`src/rtl/axi_lite_arbiter_if.sv`:
```
// Signal bundle between the AXI4-Lite arbiter and its surroundings: raw master
// VALIDs, the monitored shared-slave handshake, and the arbiter's controls.
interface axi_lite_arbiter_if;
   logic m0_awvalid, m0_wvalid, m0_arvalid;
   logic m1_awvalid, m1_wvalid, m1_arvalid;
   logic S_AXI_AWVALID_MUX_OUT, S_AXI_AWREADY_MUX_OUT;
   logic S_AXI_WVALID_MUX_OUT,  S_AXI_WREADY_MUX_OUT;
   logic S_AXI_BVALID_MUX_OUT,  S_AXI_BREADY_MUX_OUT;
   logic S_AXI_ARVALID_MUX_OUT, S_AXI_ARREADY_MUX_OUT;
   logic S_AXI_RVALID_MUX_OUT,  S_AXI_RREADY_MUX_OUT;
   logic select, m0_en, m1_en, busy, protocol_err;

   modport slave (
      input  m0_awvalid, m0_wvalid, m0_arvalid,
      input  m1_awvalid, m1_wvalid, m1_arvalid,
      input  S_AXI_AWVALID_MUX_OUT, S_AXI_AWREADY_MUX_OUT,
      input  S_AXI_WVALID_MUX_OUT,  S_AXI_WREADY_MUX_OUT,
      input  S_AXI_BVALID_MUX_OUT,  S_AXI_BREADY_MUX_OUT,
      input  S_AXI_ARVALID_MUX_OUT, S_AXI_ARREADY_MUX_OUT,
      input  S_AXI_RVALID_MUX_OUT,  S_AXI_RREADY_MUX_OUT,
      output select, m0_en, m1_en, busy, protocol_err
   );

   modport master (
      output m0_awvalid, m0_wvalid, m0_arvalid,
      output m1_awvalid, m1_wvalid, m1_arvalid,
      output S_AXI_AWVALID_MUX_OUT, S_AXI_AWREADY_MUX_OUT,
      output S_AXI_WVALID_MUX_OUT,  S_AXI_WREADY_MUX_OUT,
      output S_AXI_BVALID_MUX_OUT,  S_AXI_BREADY_MUX_OUT,
      output S_AXI_ARVALID_MUX_OUT, S_AXI_ARREADY_MUX_OUT,
      output S_AXI_RVALID_MUX_OUT,  S_AXI_RREADY_MUX_OUT,
      input  select, m0_en, m1_en, busy, protocol_err
   );
endinterface

```
`src/rtl/axi_lite_arbiter.sv`:
```
// Two-master arbiter for a shared AXI4-Lite slave: switches the mux select only
// once the shared bus has drained, with round-robin ties and a bounded hold.
module axi_lite_arbiter #(
   parameter int unsigned MAX_BURST = 4,
   parameter int unsigned CNT_W     = 2
) (
   input logic               S_AXI_ACLK,
   input logic               S_AXI_ARESETN,
   axi_lite_arbiter_if.slave bus
);
   typedef enum logic [1:0] {
      ST_IDLE  = 2'b00,
      ST_GRANT = 2'b01,
      ST_DRAIN = 2'b10
   } state_t;

   state_t           r_state, w_nxt_state;
   logic             r_select, r_last, r_m0_en, r_m1_en, r_busy, r_protocol_err;
   logic             w_nxt_select, w_nxt_last;
   logic [7:0]       r_hold_cnt, w_nxt_hold;
   logic [8:0]       w_hold_sum;
   logic [CNT_W-1:0] r_aw_out, r_w_out, r_ar_out;
   logic [CNT_W:0]   w_aw_step, w_w_step, w_ar_step;
   logic             w_req0, w_req1, w_own_req, w_oth_req, w_winner;
   logic             w_aw_hs, w_w_hs, w_b_hs, w_ar_hs, w_r_hs;
   logic             w_shared_valid, w_cnt_zero;

   // MSB of the result flags an overflow/underflow; the count then holds.
   function automatic logic [CNT_W:0] cnt_step(input logic [CNT_W-1:0] cnt,
                                                input logic inc, input logic dec);
      logic [CNT_W:0] res;
      res = {1'b0, cnt};
      if (inc && !dec) begin
         if (&cnt) res = {1'b1, cnt};
         else      res = {1'b0, cnt + CNT_W'(1)};
      end else if (dec && !inc) begin
         if (cnt == {CNT_W{1'b0}}) res = {1'b1, cnt};
         else                      res = {1'b0, cnt - CNT_W'(1)};
      end else begin
         res = {1'b0, cnt};
      end
      return res;
   endfunction

   assign w_req0    = bus.m0_awvalid | bus.m0_wvalid | bus.m0_arvalid;
   assign w_req1    = bus.m1_awvalid | bus.m1_wvalid | bus.m1_arvalid;
   assign w_own_req = r_select ? w_req1 : w_req0;
   assign w_oth_req = r_select ? w_req0 : w_req1;
   assign w_winner  = (w_req0 & w_req1) ? ~r_last : w_req1;

   assign w_aw_hs = bus.S_AXI_AWVALID_MUX_OUT & bus.S_AXI_AWREADY_MUX_OUT;
   assign w_w_hs  = bus.S_AXI_WVALID_MUX_OUT  & bus.S_AXI_WREADY_MUX_OUT;
   assign w_b_hs  = bus.S_AXI_BVALID_MUX_OUT  & bus.S_AXI_BREADY_MUX_OUT;
   assign w_ar_hs = bus.S_AXI_ARVALID_MUX_OUT & bus.S_AXI_ARREADY_MUX_OUT;
   assign w_r_hs  = bus.S_AXI_RVALID_MUX_OUT  & bus.S_AXI_RREADY_MUX_OUT;

   assign w_shared_valid = bus.S_AXI_AWVALID_MUX_OUT | bus.S_AXI_WVALID_MUX_OUT |
                           bus.S_AXI_ARVALID_MUX_OUT;
   assign w_cnt_zero = (r_aw_out == {CNT_W{1'b0}}) && (r_w_out == {CNT_W{1'b0}}) &&
                       (r_ar_out == {CNT_W{1'b0}});

   assign w_aw_step  = cnt_step(r_aw_out, w_aw_hs, w_b_hs);
   assign w_w_step   = cnt_step(r_w_out,  w_w_hs,  w_b_hs);
   assign w_ar_step  = cnt_step(r_ar_out, w_ar_hs, w_r_hs);
   assign w_hold_sum = {1'b0, r_hold_cnt} + {8'd0, w_b_hs} + {8'd0, w_r_hs};

   // Next-state, next-select and hold-count decisions.
   always_comb begin
      w_nxt_state  = r_state;
      w_nxt_select = r_select;
      w_nxt_last   = r_last;
      w_nxt_hold   = r_hold_cnt;
      case (r_state)
         ST_IDLE: begin
            if (w_req0 | w_req1) begin
               w_nxt_state  = ST_GRANT;
               w_nxt_select = w_winner;
               w_nxt_last   = w_winner;
               w_nxt_hold   = 8'd0;
            end else begin
               w_nxt_state = ST_IDLE;
            end
         end
         ST_GRANT: begin
            if (w_hold_sum >= 9'(MAX_BURST)) w_nxt_hold = 8'(MAX_BURST);
            else                             w_nxt_hold = w_hold_sum[7:0];
            // Leave only in a cycle where no new address/data is being offered.
            if (w_oth_req && ((r_hold_cnt == 8'(MAX_BURST)) || !w_own_req) &&
                !w_shared_valid) begin
               w_nxt_state = ST_DRAIN;
            end else begin
               w_nxt_state = ST_GRANT;
            end
         end
         ST_DRAIN: begin
            if (w_cnt_zero) begin
               if (w_oth_req) begin
                  w_nxt_state  = ST_GRANT;
                  w_nxt_select = ~r_select;
                  w_nxt_last   = ~r_select;
                  w_nxt_hold   = 8'd0;
               end else begin
                  w_nxt_state = ST_IDLE;
               end
            end else begin
               w_nxt_state = ST_DRAIN;
            end
         end
         default: begin
            w_nxt_state = ST_IDLE;
         end
      endcase
   end

   // State and registered controls; enables follow the state they enter.
   always_ff @(posedge S_AXI_ACLK or negedge S_AXI_ARESETN) begin
      if (!S_AXI_ARESETN) begin
         r_state    <= ST_IDLE;
         r_select   <= 1'b0;
         r_last     <= 1'b1;
         r_m0_en    <= 1'b0;
         r_m1_en    <= 1'b0;
         r_busy     <= 1'b0;
         r_hold_cnt <= 8'd0;
      end else begin
         r_state    <= w_nxt_state;
         r_select   <= w_nxt_select;
         r_last     <= w_nxt_last;
         r_m0_en    <= (w_nxt_state == ST_GRANT) && !w_nxt_select;
         r_m1_en    <= (w_nxt_state == ST_GRANT) && w_nxt_select;
         r_busy     <= (w_nxt_state != ST_IDLE);
         r_hold_cnt <= w_nxt_hold;
      end
   end

   // Outstanding-transaction counters and the sticky protocol error.
   always_ff @(posedge S_AXI_ACLK or negedge S_AXI_ARESETN) begin
      if (!S_AXI_ARESETN) begin
         r_aw_out       <= {CNT_W{1'b0}};
         r_w_out        <= {CNT_W{1'b0}};
         r_ar_out       <= {CNT_W{1'b0}};
         r_protocol_err <= 1'b0;
      end else begin
         r_aw_out       <= w_aw_step[CNT_W-1:0];
         r_w_out        <= w_w_step[CNT_W-1:0];
         r_ar_out       <= w_ar_step[CNT_W-1:0];
         r_protocol_err <= r_protocol_err | w_aw_step[CNT_W] | w_w_step[CNT_W] |
                           w_ar_step[CNT_W];
      end
   end

   assign bus.select       = r_select;
   assign bus.m0_en        = r_m0_en;
   assign bus.m1_en        = r_m1_en;
   assign bus.busy         = r_busy;
   assign bus.protocol_err = r_protocol_err;
endmodule

```
`src/flat_wrapper.sv`:
```
// flat-port wrapper written by rule: the top's interface ports become plain ports
module axi_lite_arbiter_flat 
#(
   parameter int unsigned MAX_BURST = 4,
   parameter int unsigned CNT_W     = 2
)
  (S_AXI_ACLK, S_AXI_ARESETN, bus_m0_awvalid, bus_m0_wvalid, bus_m0_arvalid, bus_m1_awvalid, bus_m1_wvalid, bus_m1_arvalid, bus_S_AXI_AWVALID_MUX_OUT, bus_S_AXI_AWREADY_MUX_OUT, bus_S_AXI_WVALID_MUX_OUT, bus_S_AXI_WREADY_MUX_OUT, bus_S_AXI_BVALID_MUX_OUT, bus_S_AXI_BREADY_MUX_OUT, bus_S_AXI_ARVALID_MUX_OUT, bus_S_AXI_ARREADY_MUX_OUT, bus_S_AXI_RVALID_MUX_OUT, bus_S_AXI_RREADY_MUX_OUT, bus_select, bus_m0_en, bus_m1_en, bus_busy, bus_protocol_err);
  axi_lite_arbiter_if bus_i ();
  input logic S_AXI_ACLK;
  input logic S_AXI_ARESETN;
  input wire logic [$bits(bus_i.m0_awvalid)-1:0] bus_m0_awvalid;
  input wire logic [$bits(bus_i.m0_wvalid)-1:0] bus_m0_wvalid;
  input wire logic [$bits(bus_i.m0_arvalid)-1:0] bus_m0_arvalid;
  input wire logic [$bits(bus_i.m1_awvalid)-1:0] bus_m1_awvalid;
  input wire logic [$bits(bus_i.m1_wvalid)-1:0] bus_m1_wvalid;
  input wire logic [$bits(bus_i.m1_arvalid)-1:0] bus_m1_arvalid;
  input wire logic [$bits(bus_i.S_AXI_AWVALID_MUX_OUT)-1:0] bus_S_AXI_AWVALID_MUX_OUT;
  input wire logic [$bits(bus_i.S_AXI_AWREADY_MUX_OUT)-1:0] bus_S_AXI_AWREADY_MUX_OUT;
  input wire logic [$bits(bus_i.S_AXI_WVALID_MUX_OUT)-1:0] bus_S_AXI_WVALID_MUX_OUT;
  input wire logic [$bits(bus_i.S_AXI_WREADY_MUX_OUT)-1:0] bus_S_AXI_WREADY_MUX_OUT;
  input wire logic [$bits(bus_i.S_AXI_BVALID_MUX_OUT)-1:0] bus_S_AXI_BVALID_MUX_OUT;
  input wire logic [$bits(bus_i.S_AXI_BREADY_MUX_OUT)-1:0] bus_S_AXI_BREADY_MUX_OUT;
  input wire logic [$bits(bus_i.S_AXI_ARVALID_MUX_OUT)-1:0] bus_S_AXI_ARVALID_MUX_OUT;
  input wire logic [$bits(bus_i.S_AXI_ARREADY_MUX_OUT)-1:0] bus_S_AXI_ARREADY_MUX_OUT;
  input wire logic [$bits(bus_i.S_AXI_RVALID_MUX_OUT)-1:0] bus_S_AXI_RVALID_MUX_OUT;
  input wire logic [$bits(bus_i.S_AXI_RREADY_MUX_OUT)-1:0] bus_S_AXI_RREADY_MUX_OUT;
  output wire logic [$bits(bus_i.select)-1:0] bus_select;
  output wire logic [$bits(bus_i.m0_en)-1:0] bus_m0_en;
  output wire logic [$bits(bus_i.m1_en)-1:0] bus_m1_en;
  output wire logic [$bits(bus_i.busy)-1:0] bus_busy;
  output wire logic [$bits(bus_i.protocol_err)-1:0] bus_protocol_err;
  assign bus_i.m0_awvalid = bus_m0_awvalid;
  assign bus_i.m0_wvalid = bus_m0_wvalid;
  assign bus_i.m0_arvalid = bus_m0_arvalid;
  assign bus_i.m1_awvalid = bus_m1_awvalid;
  assign bus_i.m1_wvalid = bus_m1_wvalid;
  assign bus_i.m1_arvalid = bus_m1_arvalid;
  assign bus_i.S_AXI_AWVALID_MUX_OUT = bus_S_AXI_AWVALID_MUX_OUT;
  assign bus_i.S_AXI_AWREADY_MUX_OUT = bus_S_AXI_AWREADY_MUX_OUT;
  assign bus_i.S_AXI_WVALID_MUX_OUT = bus_S_AXI_WVALID_MUX_OUT;
  assign bus_i.S_AXI_WREADY_MUX_OUT = bus_S_AXI_WREADY_MUX_OUT;
  assign bus_i.S_AXI_BVALID_MUX_OUT = bus_S_AXI_BVALID_MUX_OUT;
  assign bus_i.S_AXI_BREADY_MUX_OUT = bus_S_AXI_BREADY_MUX_OUT;
  assign bus_i.S_AXI_ARVALID_MUX_OUT = bus_S_AXI_ARVALID_MUX_OUT;
  assign bus_i.S_AXI_ARREADY_MUX_OUT = bus_S_AXI_ARREADY_MUX_OUT;
  assign bus_i.S_AXI_RVALID_MUX_OUT = bus_S_AXI_RVALID_MUX_OUT;
  assign bus_i.S_AXI_RREADY_MUX_OUT = bus_S_AXI_RREADY_MUX_OUT;
  assign bus_select = bus_i.select;
  assign bus_m0_en = bus_i.m0_en;
  assign bus_m1_en = bus_i.m1_en;
  assign bus_busy = bus_i.busy;
  assign bus_protocol_err = bus_i.protocol_err;
  axi_lite_arbiter #(.MAX_BURST(MAX_BURST), .CNT_W(CNT_W)) u_core (.S_AXI_ACLK(S_AXI_ACLK), .S_AXI_ARESETN(S_AXI_ARESETN), .bus(bus_i));
endmodule
```
`config.mk`:
```
export PLATFORM = sky130hd
export DESIGN_NAME = axi_lite_arbiter_flat
export DESIGN_NICKNAME = d
export VERILOG_FILES = /design/src/rtl/axi_lite_arbiter_if.sv /design/src/rtl/axi_lite_arbiter.sv /design/src/flat_wrapper.sv
export SDC_FILE = /design/constraint.sdc
export NUM_CORES = 1
export LEC_CHECK = 0
export ABC_AREA = 1
export CAP_MARGIN = 20
export CORE_MARGIN = 5
export CORE_UTILIZATION = 40
export CTS_BUF_LIST = sky130_fd_sc_hd__clkbuf_4
export CTS_CLUSTER_SIZE = 24
export DETAILED_ROUTE_END_ITERATION = 6
export SLEW_MARGIN = 40
export SYNTH_ARGS = -nofsm -noshare
export SYNTH_HDL_FRONTEND = slang
export SYNTH_SLANG_ARGS = --single-unit
```
`constraint.sdc`:
```
create_clock -name S_AXI_ACLK -period 2 [get_ports S_AXI_ACLK]
set_input_delay 0.2 -clock S_AXI_ACLK [delete_from_list [all_inputs] [get_ports S_AXI_ACLK]]
set_output_delay 0.2 -clock S_AXI_ACLK [all_outputs]
set_load 0.02 [all_outputs]
```
==> flow_summary_export.csv <==
group,metric,value,unit
final_layout,final_util,51.8,%
outcome,run_status,"finished, final reports clean",
yosys,seq_area_frac_synth,35.4,%
setup_path,cp_cell_sequence,"clkdlybuf4s50_1 -> nand2_1 -> fa_1 -> inv_1 -> ha_1 -> nand3_1 -> nand2_1 -> nand4_1 -> nor2_1 -> nand2_1 -> nand2_1 -> o21ai_1",
drt,routedWlPerCell,9.86,um
setup_path,largest_stage_delay_worst_path,0.45,ns
yosys,synth_largest_area_cell,"sky130_fd_sc_hd__dfrtp_1",
global_route,gr-total-overflow,0,
clock_network,cts_num_sinks,22,
yosys,synth.top_cells.by_area,"sky130_fd_sc_hd__dfrtp_1, sky130_fd_sc_hd__ha_1, sky130_fd_sc_hd__nand2_1",
global_route,first_global_vias,1214,
yosys,synth_cells,215,
power_and_ir_drop,total_power,1.87,mW
global_route,track_usage,12.3,%
power_and_ir_drop,max-vdd-ir-drop,0.000580,V
place,dp_worst_slack,-0.120,ns
sta,finalMaxSlewViolations,0,
power_and_ir_drop,power.share.switching,42.1,%
yosys,synth.mux.area_fraction,0,%
place,gpl.final_weighted_congestion,0.815,
global_route,grt_pass1_wl,5070,um
setup_path,cp_slowest_cell,"sky130_fd_sc_hd__clkdlybuf4s50_1",
clock_network,clk-insertion-delay-late,0.31,ns
setup_path,worstPathArrival,1.99,ns
power_and_ir_drop,total_switching_power,0.787,mW
power_and_ir_drop,pwr-share-seq,39.4,%
final_layout,final_cell_area,1920,sq um
setup_path,critical_path_class,"in -> reg",
drt,dr_wl_met2,1330,um
clock_network,cts_root_buffer,"sky130_fd_sc_hd__clkbuf_4",
power_and_ir_drop,combinational_fraction_of_design_power,48.7,%
die,placement_rows,22,
drt,drt-vias-per-instance,4.44,
yosys,synth-simple-area-share,30.6,%
final_layout,seq_area,552,sq um
yosys,post_synth_fa_ha_maj_area_fraction,16.5,%
yosys,yosysTopAreaCellShare,33.7,%
final_layout,drive_gt1_share,10.9,%
sta,maxClockFrequency,563,MHz
yosys,synthesis.yosys.warnings,0,
yosys,main_combinational_cell_family_by_area_after_synthesis,"simple AND/OR/NAND/NOR gates",
die,coreArea,3720,sq um
drt,totalWireLength,2920,um
drt,met1_length,1460,um
drt,detail_route.iter0.violations,42,
clock_network,clock_tree.buffer_depth,2,
yosys,postSynthNetCount,253,
power_and_ir_drop,internal_pwr_total,1.08,mW
drt,top_layer_used,"met4",
setup_path,setup.worst_path.end_class,"flop",
die,die_height,72.5,um
hold_path,min-delay-path-class,"in -> async",
sta,setup_repair_after_global_routing_missed_its_margin,"no",
drt,post_detailed_route_count_of_antenna_violating_nets,0,
place,placement.cell_area,1890,sq um
final_layout,n_antenna_cell,0,
place,placement.io_buffers,22,
clock_network,post_cts_hold_buffer_count,0,
drt,drt_pre_antenna_iters,4,
drt,drc,0,
sta,final-hold-violation-count,0,
yosys,synth_cell_type_count,22,
clock_network,postCtsSetupBuffers,0,
power_and_ir_drop,clkPwrFrac,11.9,%
sta,timing.hold.ws,0.230,ns
sta,worst_case_headroom_to_the_max_slew_limit,73.6,%
yosys,synthXorXnorAreaFrac,0,%
clock_network,worst_setup_hold_path_clk_slew,0.12,ns
sta,final_min_period_over_clock_period,88.8,%
job,cap_viol_max_count,0,
yosys,synthesis.area,1560,sq um
final_layout,nFillCells,382,
sta,finalCriticalPeriod,1.78,ns
clock_network,cts.htree.levels,1,
die,initial_utilization,42.0,%
die,dieArea,5250,sq um
setup_path,crit_path_max_fanout,3,
die,number_of_top_level_pins,23,
final_layout,multi_input_comb_area,836,sq um
drt,vias,1313,
die,fp.dieW,72.5,um
setup_path,required_time_at_the_worst_slack_endpoint,2.21,ns
yosys,syn-mean-instance-area,7.26,sq um
drt,total_met3_wirelength_after_detailed_routing,100,um
sta,finalSetupViolations,0,
power_and_ir_drop,p_leak,1.03,nW
clock_network,tritoncts_clock_tree,"done",
sta,fin_worst_skew,0.00773,ns
final_layout,nets,287,
global_route,grt_start_max_net_pins,23,
yosys,yosys_register_bits,22,
place,dp_hpwl,2430,um
sta,timing.final.ws_setup,0.223,ns
clock_network,cts_repair_resize_count,0,
power_and_ir_drop,pwr_density_cell,972,nW/um^2
setup_path,cp-start-kind,"input port",
setup_path,timing.critical_path.mode_cell,"sky130_fd_sc_hd__nand2_1",
yosys,synth-compound-area-share,6.50,%
global_route,grt_antenna_before_repair,0,
sta,max_slew.worst_pin.slew,0.393,ns
final_layout,syn_to_final_growth,23.3,%
clock_network,cts_made_buffers,3,
-- critical path, delay by kind of cell --
family | cells | cell delay (ns)
compound gates | 1 | 0.06
fa+ha+maj | 2 | 0.59
buf+inv | 2 | 0.53
simple gates | 7 | 0.60
-- metrics by stage --
step           std cells  setup TNS, ns
3_5_place_dp         292         -0.246
3_3_place_gp         292         -0.192
4_1_cts              296              0
6_report             296              0
5_1_grt              296              0
2_1_floorplan        215              0
-- layout by cell type (no fill, tap or decap), drive strengths merged, types with 4 or more instances in the layout --
cell type      instances
ha                    19
clkbuf                 4
buf                    7
nand2                 66
nor2                  23
inv                   46
nand4                  5
o21ai                  8
dfrtp                 21
nand3                 13
clkdlybuf4s50         22
-- layout make-up --
class,instances,share of cell area [%]
flip-flops and latches,22,28.7
inverters,46,8.98
clock buffers,4,1.56
well taps,48,3.12
multi-input cells,147,43.5
repair buffers,29,14.2
-- power by group through the flow --
| stage | clock network (mW) | registers (mW) | logic (mW) |
|---|---|---|---|
| final | 0.223 | 0.737 | 0.910 |
| after floorplan | 0 | 0.771 | 0.596 |
| after CTS | 0.240 | 0.739 | 0.926 |
| after global placement | 0 | 0.750 | 0.921 |
| after global routing | 0.258 | 0.764 | 1.06 |
| after detailed placement | 0 | 0.747 | 0.921 |
-- metal layers --
| layer | vias up | GRT usage, % |
|---|---|---|
| li1 | 729 | - |
| met1 | 570 | 15.9 |
| met2 | 10 | 20.0 |
| met3 | 4 | 3.60 |
| met4 | 0 | 3.07 |
| met5 | - | 0 |
-- registers in the layout (all words and copies together), names as in the netlist --
signal and count:
u_core.r_ar_out 2, u_core.r_aw_out 2, u_core.r_w_out 2, u_core.bus.protocol_err 1, u_core.r_state 2, u_core.bus.select 1, u_core.bus.m0_en 1, u_core.r_last 1
u_core.bus.busy 1, u_core.r_hold_cnt 8, u_core.bus.m1_en 1
-- worst paths after layout --
check | start | endpoint | slack [ns] | cells past startpoint
hold / removal | S_AXI_ARESETN | u_core.r_ar_out[0] | 0.23 | 2
min in group S_AXI_ACLK | u_core.r_last | u_core.r_last | 0.48 | 2
max in group asynchronous | S_AXI_ARESETN | u_core.r_last | 1.48 | 2
setup / recovery | bus_S_AXI_RVALID_MUX_OUT | u_core.r_hold_cnt[2] | 0.22 | 12
hold reg to reg | u_core.r_last | u_core.r_last | 0.48 | 2
setup reg to reg | u_core.r_hold_cnt[0] | u_core.r_hold_cnt[2] | 0.26 | 11
-- cell usage after synthesis, drive strengths merged --
library cell   n
nor4           1
nand3         13
dfstp          1
a21oi          1
inv           46
o211ai         1
nand2         66
dfrtp         21
a31oi          3
ha            19
fa             1
nor2          23
nand4          5
nor3           3
o21ai          8
o31ai          3
-- cells by family after synthesis --
kind of cell | count (synthesis)
AO/OA/AOI/OAI | 16
adder cells (fa/ha/maj) | 20
buffers and inverters | 46
flip-flops | 22
AND/OR/NAND/NOR | 111
(Power assumes the default switching activity.)
